<file path="config.mk">
export PLATFORM = sky130hd
export DESIGN_NAME = branch_predict_unit
export DESIGN_NICKNAME = d
export VERILOG_FILES = /design/src/rtl/branch_pkg.sv /design/src/rtl/btb_bank.sv /design/src/rtl/branch_predict_unit.sv
export SDC_FILE = /design/constraint.sdc
export NUM_CORES = 1
export LEC_CHECK = 0
export ABC_AREA = 0
export BUFFER_PORTS_ARGS = -buffer_cell sky130_fd_sc_hd__buf_4
export CORE_UTILIZATION = 35
export CTS_CLUSTER_SIZE = 40
export DETAILED_ROUTE_END_ITERATION = 8
export HOLD_SLACK_MARGIN = 0.1
export PLACE_DENSITY = 0.61
export SLEW_MARGIN = 15
export SYNTH_ARGS = -nofsm -noshare
export SYNTH_HDL_FRONTEND = slang
export SYNTH_SLANG_ARGS = --single-unit
</file>
<file path="constraint.sdc">
create_clock -name clk -period 4.2 [get_ports clk]
set_clock_uncertainty 0.15 [all_clocks]
set_input_delay 0 -clock clk [delete_from_list [all_inputs] [get_ports clk]]
set_output_delay 0 -clock clk [all_outputs]
set_load 0.05 [all_outputs]
</file>
<file path="src/rtl/branch_pkg.sv">
// Shared types for the branch predict unit.
//   bht_state_e : 2-bit saturating direction counter (SNT/WNT/WT/ST)
//   btb_entry_t : one direct-mapped BTB line {valid, tag, target}
//   bht_next()  : saturating counter step for a resolved direction
// The BTB entry layout is sized from BP_PC_W/BP_IDX_W. Top-level width
// overrides therefore have to be mirrored here.
package branch_pkg;

  localparam int BP_PC_W   = 9;
  localparam int BP_IDX_W  = 4;
  localparam int BP_CNT_W  = 32;
  localparam int BP_TAG_W  = BP_PC_W - BP_IDX_W - 2;

  typedef enum logic [1:0] {
    SNT = 2'b00,
    WNT = 2'b01,
    WT  = 2'b10,
    ST  = 2'b11
  } bht_state_e;

  typedef struct packed {
    logic                valid;
    logic [BP_TAG_W-1:0] tag;
    logic [BP_PC_W-1:0]  target;
  } btb_entry_t;

  function automatic bht_state_e bht_next(input bht_state_e state, input logic taken);
    bht_state_e nxt;
    nxt = state;
    if (taken) begin
      if (state != ST) nxt = bht_state_e'(state + 2'd1);
    end else begin
      if (state != SNT) nxt = bht_state_e'(state - 2'd1);
    end
    return nxt;
  endfunction

endpackage

</file>
<file path="src/rtl/btb_bank.sv">
// Direct-mapped branch target buffer storage.
// Ports:
//   clk, reset        clock, asynchronous active-low reset (clears valid bits only)
//   rd_idx / rd_entry combinational read port
//   wr_en / wr_idx / wr_entry  write port, committed on the rising clock edge
// Tag and target arrays carry no reset: an entry is never read as a hit
// until its valid bit has been set by a write that also loads them.
module btb_bank
  import branch_pkg::*;
#(
  parameter int IDX_W = BP_IDX_W
) (
  input  logic             clk,
  input  logic             reset,
  input  logic [IDX_W-1:0] rd_idx,
  output btb_entry_t       rd_entry,
  input  logic             wr_en,
  input  logic [IDX_W-1:0] wr_idx,
  input  btb_entry_t       wr_entry
);

  localparam int ENTRIES = 1 << IDX_W;

  logic                valid_q  [ENTRIES];
  logic [BP_TAG_W-1:0] tag_q    [ENTRIES];
  logic [BP_PC_W-1:0]  target_q [ENTRIES];

  always_ff @(posedge clk or negedge reset) begin
    if (!reset) begin
      for (int i = 0; i < ENTRIES; i++) valid_q[i] <= 1'b0;
    end else if (wr_en) begin
      valid_q[wr_idx] <= wr_entry.valid;
    end
  end

  always_ff @(posedge clk) begin
    if (wr_en) begin
      tag_q[wr_idx]    <= wr_entry.tag;
      target_q[wr_idx] <= wr_entry.target;
    end
  end

  always_comb begin
    rd_entry        = '0;
    rd_entry.valid  = valid_q[rd_idx];
    rd_entry.tag    = tag_q[rd_idx];
    rd_entry.target = target_q[rd_idx];
  end

endmodule

</file>
<file path="src/rtl/branch_predict_unit.sv">
// Branch unit: IF-side prediction (2-bit BHT + direct-mapped BTB) and
// EX-side resolution, redirect and table training.
// Ports:
//   clk, reset                     clock, asynchronous active-low reset
//   if_pc -> if_pred_taken/target  combinational lookup, old entry on same-cycle train
//   ex_valid, ex_stall             qualify redirect (valid) and training (valid & ~stall)
//   Cur_PC, Imm, Branch, Jal, JaltoReg, AluResult, ex_pred_taken, ex_pred_target
//   PC_Imm, PC_Four, BrPC, PcSel   resolution results; BrPC is 0 unless PcSel
//   perf_branches, perf_mispred    saturating event counters
// Build option: define BRANCH_PERF_EN to build the perf counters; without it
// the perf ports are tied to zero.
module branch_predict_unit
  import branch_pkg::*;
#(
  parameter int PC_W  = BP_PC_W,
  parameter int IDX_W = BP_IDX_W,
  parameter int CNT_W = BP_CNT_W
) (
  input  logic             clk,
  input  logic             reset,
  input  logic [PC_W-1:0]  if_pc,
  output logic             if_pred_taken,
  output logic [31:0]      if_pred_target,
  input  logic             ex_valid,
  input  logic             ex_stall,
  input  logic [PC_W-1:0]  Cur_PC,
  input  logic [31:0]      Imm,
  input  logic             Branch,
  input  logic             Jal,
  input  logic             JaltoReg,
  input  logic [31:0]      AluResult,
  input  logic             ex_pred_taken,
  input  logic [31:0]      ex_pred_target,
  output logic [31:0]      PC_Imm,
  output logic [31:0]      PC_Four,
  output logic [31:0]      BrPC,
  output logic             PcSel,
  output logic [CNT_W-1:0] perf_branches,
  output logic [CNT_W-1:0] perf_mispred
);

  localparam int ENTRIES = 1 << IDX_W;

  bht_state_e bht [ENTRIES];

  // ---------------- IF lookup ----------------
  logic [IDX_W-1:0]      if_idx;
  logic [PC_W-IDX_W-3:0] if_tag;
  btb_entry_t            if_entry;
  logic [1:0]            if_cnt;
  logic                  if_hit;
  logic [1:0]            unused_if_pc;

  assign if_idx       = if_pc[IDX_W+1:2];
  assign if_tag       = if_pc[PC_W-1:IDX_W+2];
  assign unused_if_pc = if_pc[1:0];
  assign if_cnt       = bht[if_idx];
  assign if_hit       = if_entry.valid && (if_entry.tag == if_tag);

  assign if_pred_taken  = if_hit & if_cnt[1];
  assign if_pred_target = if_pred_taken ? {{(32-PC_W){1'b0}}, if_entry.target} : 32'd0;

  // ---------------- EX resolution ----------------
  logic [31:0]           cur_pc_ext;
  logic                  is_ctrl;
  logic                  actual_taken;
  logic [31:0]           actual_target;
  logic                  mispredict;
  logic                  train;
  logic [IDX_W-1:0]      ex_idx;
  btb_entry_t            wr_entry;

  assign cur_pc_ext    = {{(32-PC_W){1'b0}}, Cur_PC};
  assign PC_Imm        = cur_pc_ext + Imm;
  assign PC_Four       = cur_pc_ext + 32'd4;
  assign is_ctrl       = Branch | Jal | JaltoReg;
  assign actual_taken  = Jal | JaltoReg | (Branch & AluResult[0]);
  // JALR target comes from the ALU with bit 0 cleared, never from PC_Imm.
  assign actual_target = JaltoReg ? {AluResult[31:1], 1'b0} : PC_Imm;
  assign mispredict    = (actual_taken != ex_pred_taken) |
                         (actual_taken & (ex_pred_target != actual_target));
  assign PcSel         = ex_valid & mispredict;
  assign BrPC          = PcSel ? (actual_taken ? actual_target : PC_Four) : 32'd0;

  assign train  = ex_valid & ~ex_stall & is_ctrl;
  assign ex_idx = Cur_PC[IDX_W+1:2];

  always_comb begin
    wr_entry        = '0;
    wr_entry.valid  = 1'b1;
    wr_entry.tag    = Cur_PC[PC_W-1:IDX_W+2];
    wr_entry.target = actual_target[PC_W-1:0];
  end

  btb_bank #(
    .IDX_W(IDX_W)
  ) u_btb (
    .clk      (clk),
    .reset    (reset),
    .rd_idx   (if_idx),
    .rd_entry (if_entry),
    .wr_en    (train & actual_taken),
    .wr_idx   (ex_idx),
    .wr_entry (wr_entry)
  );

  // Unconditional jumps always go strongly taken.
  always_ff @(posedge clk or negedge reset) begin
    if (!reset) begin
      for (int i = 0; i < ENTRIES; i++) bht[i] <= WNT;
    end else if (train) begin
      bht[ex_idx] <= (Jal | JaltoReg) ? ST : bht_next(bht[ex_idx], actual_taken);
    end
  end

  // ---------------- performance counters ----------------
`ifdef BRANCH_PERF_EN
  logic [CNT_W-1:0] perf_br_q;
  logic [CNT_W-1:0] perf_mp_q;

  always_ff @(posedge clk or negedge reset) begin
    if (!reset) begin
      perf_br_q <= '0;
      perf_mp_q <= '0;
    end else if (train) begin
      if (perf_br_q != '1) perf_br_q <= perf_br_q + 1'b1;
      if (PcSel && (perf_mp_q != '1)) perf_mp_q <= perf_mp_q + 1'b1;
    end
  end

  assign perf_branches = perf_br_q;
  assign perf_mispred  = perf_mp_q;
`else
  assign perf_branches = '0;
  assign perf_mispred  = '0;
`endif

endmodule

</file>
==> impl_metrics.json, run 1 <==
{
  "total_count_of_hold_check_failures_in_the_final_report": 0,
  "cts_inserted_buffers": 25,
  "fin_crit_ps": 4030,
  "syn_avg_cell_area_um2": 12.9,
  "timing.rr.start": "bht[9]$_DFFE_PN0P_",
  "synth-warning-count": 0,
  "max_clock_freq_ghz": 0.248,
  "setup.worst_path.end_class": "primary output",
  "route.antenna.remaining_nets": 0,
  "grt_usage": 0.202,
  "clockBufferDepth": 3,
  "clock_sinks": 240,
  "timing.setup.critical_path_class": "in -> out",
  "grt_max_degree": 56,
  "areaGrowthSynthToFinish_pct": 19.6,
  "detail_route.iter0.violations": 693,
  "initial_antenna_violation_count": 1,
  "post_synth_inst_count": 1084,
  "utilization": 0.429,
  "cts_tree": "yes",
  "run_status": "finished, final reports clean",
  "detail_route.wirelength_um": 41900,
  "core_region_area_um2": 39000,
  "unrepaired_setup_endpoints_after_global_routing": "no",
  "starting_utilization_of_the_core_area": 0.359,
  "yosysUniqueCellTypes": 78,
  "die_width_um": 202,
  "via_count": 9594,
  "n_antenna_cell": 0,
  "design.portCount": 316,
  "worst-slew-pin-transition_ps": 1100,
  "core.rowCount": 72,
  "post-route-period-util": 0.960,
  "dieHeight_um": 202,
  "maxCapViolations": 0,
  "finalWeightedCongestion": 0.940,
  "power_density_nw_per_um2": 385,
  "number_of_register_bits_inferred_by_synthesis": 240,
  "dieArea_um2": 40800,
  "timing.critical_path.arrival_ps": 3880,
  "global_route_wire_length_before_repair_um": 61500,
  "routed_via_density": 5.21,
  "syn_area_um2": 14000,
  "detail_route.wl_per_cell_um": 22.8,
  "timing.final.max_slew_violations": 0,
  "cts-htree-levels": 1,
  "finalNetCount": 1441,
  "finalNonFillerCells": 1840,
  "critPathRequiredTime_ps": 4050,
  "finalPower_w": 0.00644,
  "worstHoldStart": "Cur_PC[5]",
  "p_leak_nw": 6.36,
  "async_flop_share": 0.200,
  "critical_path.max_fanout": 9,
  "dr.pass1.iters": 5,
  "cts_root_buf": "sky130_fd_sc_hd__clkbuf_16",
  "startpoint_type": "primary input",
  "grt_pass1_vias": 9783,
  "route.detailed.drc": 0,
  "synthFlopType": "sky130_fd_sc_hd__edfxtp_1",
  "dp_cells": 1776,
  "nFillCells": 3603,
  "min-delay-path-class": "in -> reg",
  "synth-edff-count": 192,
  "grt_overflow_total": 0,
  "critPathLaunch": "Cur_PC[7]",
  "clk_transition_reported_paths_ps": 60,
  "slew_limit_headroom": 0.268,
  "worst_skew_pair.late_latency_ps": 510,
  "final_hold_slack_ps": 157,
  "synth_seq_area_share": 0.499,
  "post_route_cells_drive_above_1_share": 0.359,
  "dpl.hpwl_um": 30100,
  "buffer_ports.inserted": 204,
  "totalNegativeSetupSlack_ps": 0,
  "vdd_ir_drop_max_uv": 283,
  "setup_viol": 0
}
[placed cells by master, fill, tap and decap left out, drive strengths merged, types with 16 or more instances in the layout]
| master | instances |
|---|---|
| mux2 | 34 |
| xor2 | 51 |
| or2 | 16 |
| nand3 | 25 |
| inv | 22 |
| o21ai | 17 |
| edfxtp | 192 |
| dfrtp | 32 |
| nand2 | 62 |
| nor2b | 19 |
| mux4 | 70 |
| nand4 | 16 |
| a21oi | 36 |
| clkbuf | 33 |
| buf | 240 |
| xnor2 | 33 |
| conb | 109 |
| dfstp | 16 |
| mux2i | 24 |
| nor3 | 38 |
| nor2 | 59 |
[critical path, stage by stage]
cell and delay [ps]:
sky130_fd_sc_hd__dlygate4sd3_1 530, sky130_fd_sc_hd__buf_4 170, sky130_fd_sc_hd__ha_1 350, sky130_fd_sc_hd__nand3_2 210, sky130_fd_sc_hd__or3_4 490, sky130_fd_sc_hd__a211oi_1 280
sky130_fd_sc_hd__buf_4 170, sky130_fd_sc_hd__xnor3_1 140, sky130_fd_sc_hd__o211ai_1 160, sky130_fd_sc_hd__o41ai_2 330, sky130_fd_sc_hd__nand3_1 170, sky130_fd_sc_hd__nor4_4 260
sky130_fd_sc_hd__buf_6 200, sky130_fd_sc_hd__buf_12 140, sky130_fd_sc_hd__nor3_2 50, sky130_fd_sc_hd__buf_4 210
[layout make-up]
| type | count | area (um2) | area share |
|---|---|---|---|
| well taps | 518 | 648 | 0.0387 |
| clock inverters | 11 | 50.0 | 0.00299 |
| multi-input cells | 761 | 6310 | 0.377 |
| repair buffers | 255 | 1990 | 0.119 |
| inverters | 22 | 82.6 | 0.00494 |
| flip-flops and latches | 240 | 6990 | 0.418 |
| clock buffers | 33 | 666 | 0.0398 |
[repair_timing]
action                                  CTS  global route
hold buffers                             16             0
endpoints found under the hold margin   208             0
endpoints found under the setup margin    0            33
gates resized for setup                   0            10
setup buffers                             0             4
[kinds of logic (layout without fill, tap and decap cells)]
group | Yosys count | after routing | synth area share
flip-flops | 240 | 240 | 0.499
buffers and inverters | 191 | 321 | 0.0860
other | 1 | 109 | 0.000268
adder cells (fa/ha/maj) | 15 | 15 | 0.0138
XOR/XNOR | 85 | 85 | 0.0542
multiplexers | 128 | 128 | 0.157
AND/OR/NAND/NOR | 295 | 295 | 0.119
AO/OA/AOI/OAI | 129 | 129 | 0.0699
[per-stage QoR]
stage / worst slack, ps / area (um2)
finish: 167 / 16700
global route: 4.86 / 16700
CTS: 5.93 / 16600
detailed placement: 350 / 15800
global placement: 380 / 15800
floorplan: 89.3 / 14400
[layer usage]
metal | up-vias | global-route usage | share of wire
li1 | 4295 | - | -
met1 | 4802 | 0.271 | 0.43
met2 | 408 | 0.331 | 0.48
met3 | 87 | 0.0321 | 0.060
met4 | 2 | 0.0687 | 0.034
met5 | - | 0 | 0.00017
[registers in the layout, indices dropped and copies added (netlist names)]
signal	flops
u_btb.valid_q	16
u_btb.target_q	144
bht	32
u_btb.tag_q	48
[path summary, 6_finish.rpt]
check | to | slack (ps) | cells past startpoint
min | bht[1]$_DFFE_PN0P_ | 160 | 4
min in group asynchronous | bht[28]$_DFFE_PN1P_ | 520 | 3
min reg2reg | u_btb.valid_q[2]$_DFFE_PN0P_ | 320 | 1
max | BrPC[3] | 170 | 16
max in group asynchronous | u_btb.valid_q[6]$_DFFE_PN0P_ | 3170 | 4
max reg2reg | bht[12]$_DFFE_PN1P_ | 1320 | 5
[cells in the mapped netlist (5+ instances only)]
cell	count	area, um2
sky130_fd_sc_hd__mux2i_1	24	240
sky130_fd_sc_hd__nor3_2	23	230
sky130_fd_sc_hd__nor4_1	7	43.8
sky130_fd_sc_hd__dfrtp_1	32	801
sky130_fd_sc_hd__nand3_1	24	120
sky130_fd_sc_hd__o21ai_0	14	70.1
sky130_fd_sc_hd__nand2_1	62	233
sky130_fd_sc_hd__a211oi_1	8	60.1
sky130_fd_sc_hd__nand2b_1	7	43.8
sky130_fd_sc_hd__clkbuf_1	31	116
sky130_fd_sc_hd__nor2_1	56	210
sky130_fd_sc_hd__and3_1	7	43.8
sky130_fd_sc_hd__mux4_2	70	1580
sky130_fd_sc_hd__nor2b_1	19	119
sky130_fd_sc_hd__a31oi_1	8	50.1
sky130_fd_sc_hd__nand4_1	16	100
sky130_fd_sc_hd__edfxtp_1	192	5770
sky130_fd_sc_hd__inv_1	22	82.6
sky130_fd_sc_hd__or3_1	8	50.1
sky130_fd_sc_hd__a21oi_1	33	165
sky130_fd_sc_hd__o211a_1	6	60.1
sky130_fd_sc_hd__xnor2_1	33	289
sky130_fd_sc_hd__nor3b_1	6	45.0
sky130_fd_sc_hd__a211oi_2	6	75.1
sky130_fd_sc_hd__or2_2	16	100
sky130_fd_sc_hd__buf_1	5	18.8
sky130_fd_sc_hd__nor3_1	14	70.1
sky130_fd_sc_hd__buf_4	113	848
sky130_fd_sc_hd__and2_1	8	50.1
sky130_fd_sc_hd__ha_1	13	163
sky130_fd_sc_hd__xor2_1	51	447
sky130_fd_sc_hd__mux2_2	34	383
sky130_fd_sc_hd__buf_6	6	67.6
sky130_fd_sc_hd__dfstp_2	16	420
sky130_fd_sc_hd__buf_2	14	70.1
[where the power goes]
group	switching [W]	internal, W	total (W)
clock	0.000858	0.00111	0.00196
combinational	0.00106	0.000563	0.00162
sequential	0.0000774	0.00278	0.00286
(Power assumes the default switching activity.)
==> run 2, diff against run 1 <==
==> constraint.sdc (replaced) <==
create_clock -name clk -period 4.15 [get_ports clk]
set_clock_uncertainty 0.15 [all_clocks]
set_input_delay 0 -clock clk [delete_from_list [all_inputs] [get_ports clk]]
set_output_delay 0 -clock clk [all_outputs]
set_load 0.05 [all_outputs]
==> impl_metrics.json, run 2 (synthesis gave the netlist of run 1 again) <==
{
  "max_flop_register": "u_btb.target_q",
  "layout_common_cells": "sky130_fd_sc_hd__buf_4 (241), sky130_fd_sc_hd__edfxtp_1 (192), sky130_fd_sc_hd__conb_1 (109), sky130_fd_sc_hd__mux4_2 (70), sky130_fd_sc_hd__nand2_1 (62)",
  "reg_top3": "u_btb.target_q: 144 flops, u_btb.tag_q: 48 flops, bht: 32 flops",
  "maxCapViolations": 0,
  "dpl.hpwl_um": 30300,
  "starting_utilization_of_the_core_area": 0.359,
  "nFillCells": 3618,
  "routed-wl-met2_um": 20300,
  "worst-slew-pin-transition_ps": 1100,
  "layout_setup_ws_ps": 89.9,
  "cts_tree": "yes",
  "layout_commonest_cell": "sky130_fd_sc_hd__buf_4",
  "routedLengthMet1_um": 17600,
  "clk_transition_reported_paths_ps": 60,
  "timing.setup.critical_path_class": "in -> out",
  "critPathRequiredTime_ps": 4000,
  "largest_register_ff_count": 144,
  "highest-signal-layer": "met4",
  "clockBufferDepth": 3,
  "dieArea_um2": 40800,
  "critPathMostFrequentCell": "sky130_fd_sc_hd__buf_4",
  "run_status": "finished, final reports clean",
  "power_density_nw_per_um2": 398,
  "post_route_cells_drive_above_1_share": 0.364,
  "finalPower_w": 0.00670,
  "routed_via_density": 5.20,
  "areaGrowthSynthToFinish_pct": 20.4,
  "p_leak_nw": 6.44,
  "vdd_ir_drop_max_uv": 271,
  "design.portCount": 316,
  "timing.final.max_slew_violations": 0,
  "finalNetCount": 1446,
  "post-place-ws_ps": 328,
  "dr_wl_met3_um": 2390,
  "timing.critical_path.arrival_ps": 3910,
  "grt_max_degree": 56,
  "via_count": 9610,
  "cts_inserted_buffers": 25,
  "slew_limit_headroom": 0.265,
  "min-delay-path-class": "in -> reg",
  "startpoint_type": "primary input",
  "global_route_wire_length_before_repair_um": 61300,
  "setup.worst_path.end_class": "primary output",
  "detail_route.wl_per_cell_um": 22.8,
  "total_count_of_hold_check_failures_in_the_final_report": 0,
  "critical_path.max_stage_delay_ps": 540,
  "finalInstanceArea_um2": 16800,
  "route.antenna.remaining_nets": 0,
  "route.detailed.drc": 0,
  "core.rowCount": 72,
  "worst_skew_pair.late_latency_ps": 520,
  "finalWeightedCongestion": 0.961,
  "placed_standard_cell_area_um2": 15800,
  "cts_root_buf": "sky130_fd_sc_hd__clkbuf_16",
  "grt_pass1_vias": 9764,
  "critical_path.max_fanout": 16,
  "core_region_area_um2": 39000,
  "critPathSlowestCell": "sky130_fd_sc_hd__dlygate4sd3_1",
  "dr.pass1.iters": 5,
  "die_width_um": 202,
  "initial_antenna_violation_count": 1,
  "setup_viol": 0,
  "grt_usage": 0.201,
  "crit_chain": "dlygate4sd3_1 > buf_4 > ha_1 > nand3_4 > or3_4 > a2111oi_2 > xor2_1 > mux2i_1 > xor2_1 > nand3_1 > nor4_4 > buf_4 > buf_6 > a211oi_2 > buf_4",
  "ff2ff_setup_slack_ps": 1270,
  "dieHeight_um": 202,
  "detail_route.wirelength_um": 42100,
  "grt_overflow_total": 0,
  "cts-htree-levels": 1,
  "buffer_ports.inserted": 204,
  "post-route-period-util": 0.978,
  "clock_sinks": 240,
  "max_clock_freq_ghz": 0.246,
  "fin_crit_ps": 4060,
  "detail_route.iter0.violations": 581
}
run 2: cell types whose count changed in the layout (fill, tap and decap cells not counted), sizes merged:
cell | before | now
dlygate4sd3 | 15 | 16
clkinv | 11 | 10
clkbuf | 33 | 34
diode | 0 | 1
buf | 240 | 243
bufinv | 0 | 2
run 2: power by group:
group / internal (W) / switching, W
clock: 0.00130 / 0.000868
combinational: 0.000572 / 0.00107
sequential: 0.00281 / 0.0000739
total: 0.00468 / 0.00202
run 2: path summary, 6_finish.rpt:
path | startpoint | end | cells past startpoint
setup reg to reg | bht[25]$_DFFE_PN0P_ | bht[8]$_DFFE_PN1P_ | 5
max in group asynchronous | reset | u_btb.valid_q[13]$_DFFE_PN0P_ | 4
min in group asynchronous | reset | bht[28]$_DFFE_PN1P_ | 3
hold reg to reg | u_btb.valid_q[0]$_DFFE_PN0P_ | u_btb.valid_q[0]$_DFFE_PN0P_ | 1
hold / removal | Cur_PC[4] | bht[1]$_DFFE_PN0P_ | 4
setup / recovery | Cur_PC[6] | BrPC[5] | 15
run 2: repair_timing:
item                                   in CTS  in global routing
buffers inserted                            0                  4
setup endpoints to repair                   0                 24
hold buffers                               17                  0
endpoints found under the hold margin     224                  0
resized for setup                           0                  7
run 2: final cells by class:
cell class | count | area, um2 | area share
clock buffers | 33 | 696 | 0.0413
multi-input cells | 761 | 6290 | 0.373
well taps | 518 | 648 | 0.0385
clock inverters | 12 | 108 | 0.00639
inverters | 22 | 82.6 | 0.00490
flip-flops and latches | 240 | 6990 | 0.415
diodes | 1 | 2.50 | 0.000149
repair buffers | 260 | 2030 | 0.120
run 2: metal layers:
layer,track usage,vias to the layer above
met5,0,-
met4,0.0812,0
met3,0.0305,94
met2,0.337,402
met1,0.261,4804
li1,-,4310
run 2: worst max-delay path, delay by kind of cell:
kind | cells | cell delay (ps)
buf+inv | 5 | 1320
mux | 1 | 180
simple gates | 4 | 1080
fa+ha+maj | 1 | 340
compound gates | 2 | 450
xor+xnor | 2 | 540
run 2: stage by stage:
stage | utilization | setup TNS, ps | hold WS [ps] | cells
floorplan | - | 0 | -446 | 1192
global placement | 0.404 | 0 | -96.4 | 1779
detailed placement | 0.404 | 0 | -94.3 | 1779
CTS | 0.429 | 0 | 109 | 1841
global route | 0.432 | -39.8 | 175 | 1846
finish | 0.432 | 0 | 133 | 1847
==> run 3, diff against run 2 <==
--- a/config.mk
+++ b/config.mk
@@ -6,12 +6,13 @@
 export NUM_CORES = 1
 export LEC_CHECK = 0
 export ABC_AREA = 0
+export ABC_CLOCK_PERIOD_IN_PS = 4150
 export BUFFER_PORTS_ARGS = -buffer_cell sky130_fd_sc_hd__buf_4
-export CORE_UTILIZATION = 35
+export CORE_UTILIZATION = 55
 export CTS_CLUSTER_SIZE = 40
 export DETAILED_ROUTE_END_ITERATION = 8
 export HOLD_SLACK_MARGIN = 0.1
-export PLACE_DENSITY = 0.61
+export PLACE_DENSITY = 0.86
 export SLEW_MARGIN = 15
 export SYNTH_ARGS = -nofsm -noshare
 export SYNTH_HDL_FRONTEND = slang
==> impl_metrics.json, run 3 (synthesis gave the netlist of run 1 again) <==
{
  "slew_limit_headroom": 0.191,
  "reg_top3": "u_btb.target_q: 144 flops, u_btb.tag_q: 48 flops, bht: 32 flops",
  "post_route_cells_drive_above_1_share": 0.355,
  "run_status": "finished, final reports clean",
  "post-route-period-util": 0.969,
  "fin_crit_ps": 4020,
  "ff2ff_setup_slack_ps": 1250,
  "crit_chain": "dlygate4sd3_1 > buf_4 > ha_1 > nand3_4 > or3_4 > a2111oi_2 > xor2_1 > mux2i_1 > xor2_1 > nand3_1 > nor4_4 > buf_6 > buf_4 > a211oi_2 > buf_4",
  "critPathRequiredTime_ps": 4000,
  "timing.critical_path.arrival_ps": 3870,
  "dpl.hpwl_um": 28500,
  "cts_inserted_buffers": 22,
  "via_count": 10100,
  "grt_overflow_total": 0,
  "holdPathEnd": "bht[10]$_DFFE_PN1P_",
  "clk_transition_reported_paths_ps": 60,
  "clock_sinks": 240,
  "dieHeight_um": 161,
  "finalPower_w": 0.00646,
  "critPathSlowestCell": "sky130_fd_sc_hd__dlygate4sd3_1",
  "timing.rr.start": "bht[13]$_DFFE_PN0P_",
  "core.rowCount": 58,
  "buffer_ports.inserted": 204,
  "design.portCount": 316,
  "route.antenna.remaining_nets": 0,
  "worstHoldPathCells": 3,
  "detail_route.wl_per_cell_um": 24.8,
  "setup.worst_path.end_class": "primary output",
  "critical_path.max_stage_delay_ps": 540,
  "max_flop_register": "u_btb.target_q",
  "grt_usage": 0.316,
  "layout_common_cells": "sky130_fd_sc_hd__buf_4 (235), sky130_fd_sc_hd__edfxtp_1 (192), sky130_fd_sc_hd__conb_1 (109), sky130_fd_sc_hd__mux4_2 (70), sky130_fd_sc_hd__nand2_1 (62)",
  "routed_via_density": 6.14,
  "dr.pass1.iters": 7,
  "post-place-ws_ps": 268,
  "worst-slew-pin-transition_ps": 1210,
  "worst_skew_pair.late_latency_ps": 510,
  "initial_antenna_violation_count": 0,
  "dieArea_um2": 26100,
  "setup_viol": 0,
  "detail_route.iter0.violations": 1072,
  "grt_pass1_vias": 10200,
  "global_route_wire_length_before_repair_um": 61100,
  "cts-htree-levels": 1,
  "finalNonFillerCells": 1650,
  "min-delay-path-class": "in -> reg",
  "power_density_nw_per_um2": 392,
  "critical_path.max_fanout": 9,
  "p_leak_nw": 6.36,
  "cts_tree": "yes",
  "maxCapViolations": 0,
  "n_antenna_cell": 0,
  "worstRegToRegCells": 5,
  "layout_commonest_cell": "sky130_fd_sc_hd__buf_4",
  "route.detailed.drc": 0,
  "core_region_area_um2": 25000,
  "clockBufferDepth": 3,
  "areaGrowthSynthToFinish_pct": 17.7,
  "die_width_um": 161,
  "finalWeightedCongestion": 0.995,
  "grt_max_degree": 59,
  "total_count_of_hold_check_failures_in_the_final_report": 0,
  "timing.final.max_slew_violations": 0,
  "critical_path.reg2reg.endpoint": "bht[16]$_DFFE_PN1P_",
  "detail_route.wirelength_um": 40900,
  "vdd_ir_drop_max_uv": 302,
  "layout_setup_ws_ps": 130,
  "critPathMostFrequentCell": "sky130_fd_sc_hd__buf_4",
  "critPathLaunch": "Cur_PC[6]",
  "cts_root_buf": "sky130_fd_sc_hd__clkbuf_16",
  "largest_register_ff_count": 144,
  "finalNetCount": 1440,
  "finalInstanceArea_um2": 16500,
  "max_clock_freq_ghz": 0.249,
  "startpoint_type": "primary input",
  "placed_standard_cell_area_um2": 15500,
  "starting_utilization_of_the_core_area": 0.559,
  "dp_cells": 1585,
  "timing.setup.critical_path_class": "in -> out",
  "worstHoldStart": "Jal"
}
-- run 3: cell types whose count changed in the layout (fill, tap and decap cells not counted), sizes merged --
cell,delta
buf,-4
bufinv,-1
clkbuf,-4
clkinv,-3
clkinvlp,+2
diode,-1
dlygate4sd3,+2
-- run 3: cell type report --
class / instances / area [um2]
clock buffers: 30 / 602
clock inverters: 10 / 73.8
fillers: 1852 / 8570
inverters: 22 / 82.6
multi-input cells: 761 / 6290
flip-flops and latches: 240 / 6990
well taps: 330 / 413
repair buffers: 257 / 2020
-- run 3: metrics by stage --
stage / util / hold WS [ps] / TNS [ps]
3_5_place_dp: 0.618 / -103 / 0
3_3_place_gp: 0.618 / -106 / 0
6_report: 0.658 / 130 / 0
2_1_floorplan: - / -446 / 0
4_1_cts: 0.653 / 118 / 0
5_1_grt: 0.658 / 172 / -13.7
-- run 3: metal layers --
metal,track usage,up-vias,share of wire
met1,0.403,5006,0.36
li1,-,4289,-
met5,0,-,0
met2,0.547,709,0.51
met4,0.141,0,0.046
met3,0.0349,120,0.084
-- run 3: what timing repair did --
action                     in CTS  in global routing
resized for setup               0                 13
hold buffers                   19                  0
hold endpoints to repair      193                  0
setup buffers                   0                  6
setup endpoints to repair       0                 33
-- run 3: how the worst max path moves through the flow --
stage	end	slack, ps	cells after the start
finish	BrPC[6]	130	15
global placement	BrPC[10]	320	13
floorplan	BrPC[10]	40	11
global route	BrPC[15]	-7	14
detailed placement	BrPC[10]	270	14
CTS	BrPC[10]	4	14
-- run 3: report_power, final --
group	internal [W]	switching [W]	total, W
sequential	0.00281	0.0000978	0.00291
clock	0.00108	0.000833	0.00191
combinational	0.000562	0.00107	0.00163
total	0.00446	0.00200	0.00646
-- run 3: critical path, delay by kind of cell --
kind | cells | cell delay (ps)
adder cells (fa/ha/maj) | 1 | 340
XOR/XNOR | 2 | 400
multiplexers | 1 | 280
AO/OA/AOI/OAI | 2 | 470
buffers and inverters | 5 | 1260
AND/OR/NAND/NOR | 4 | 1100
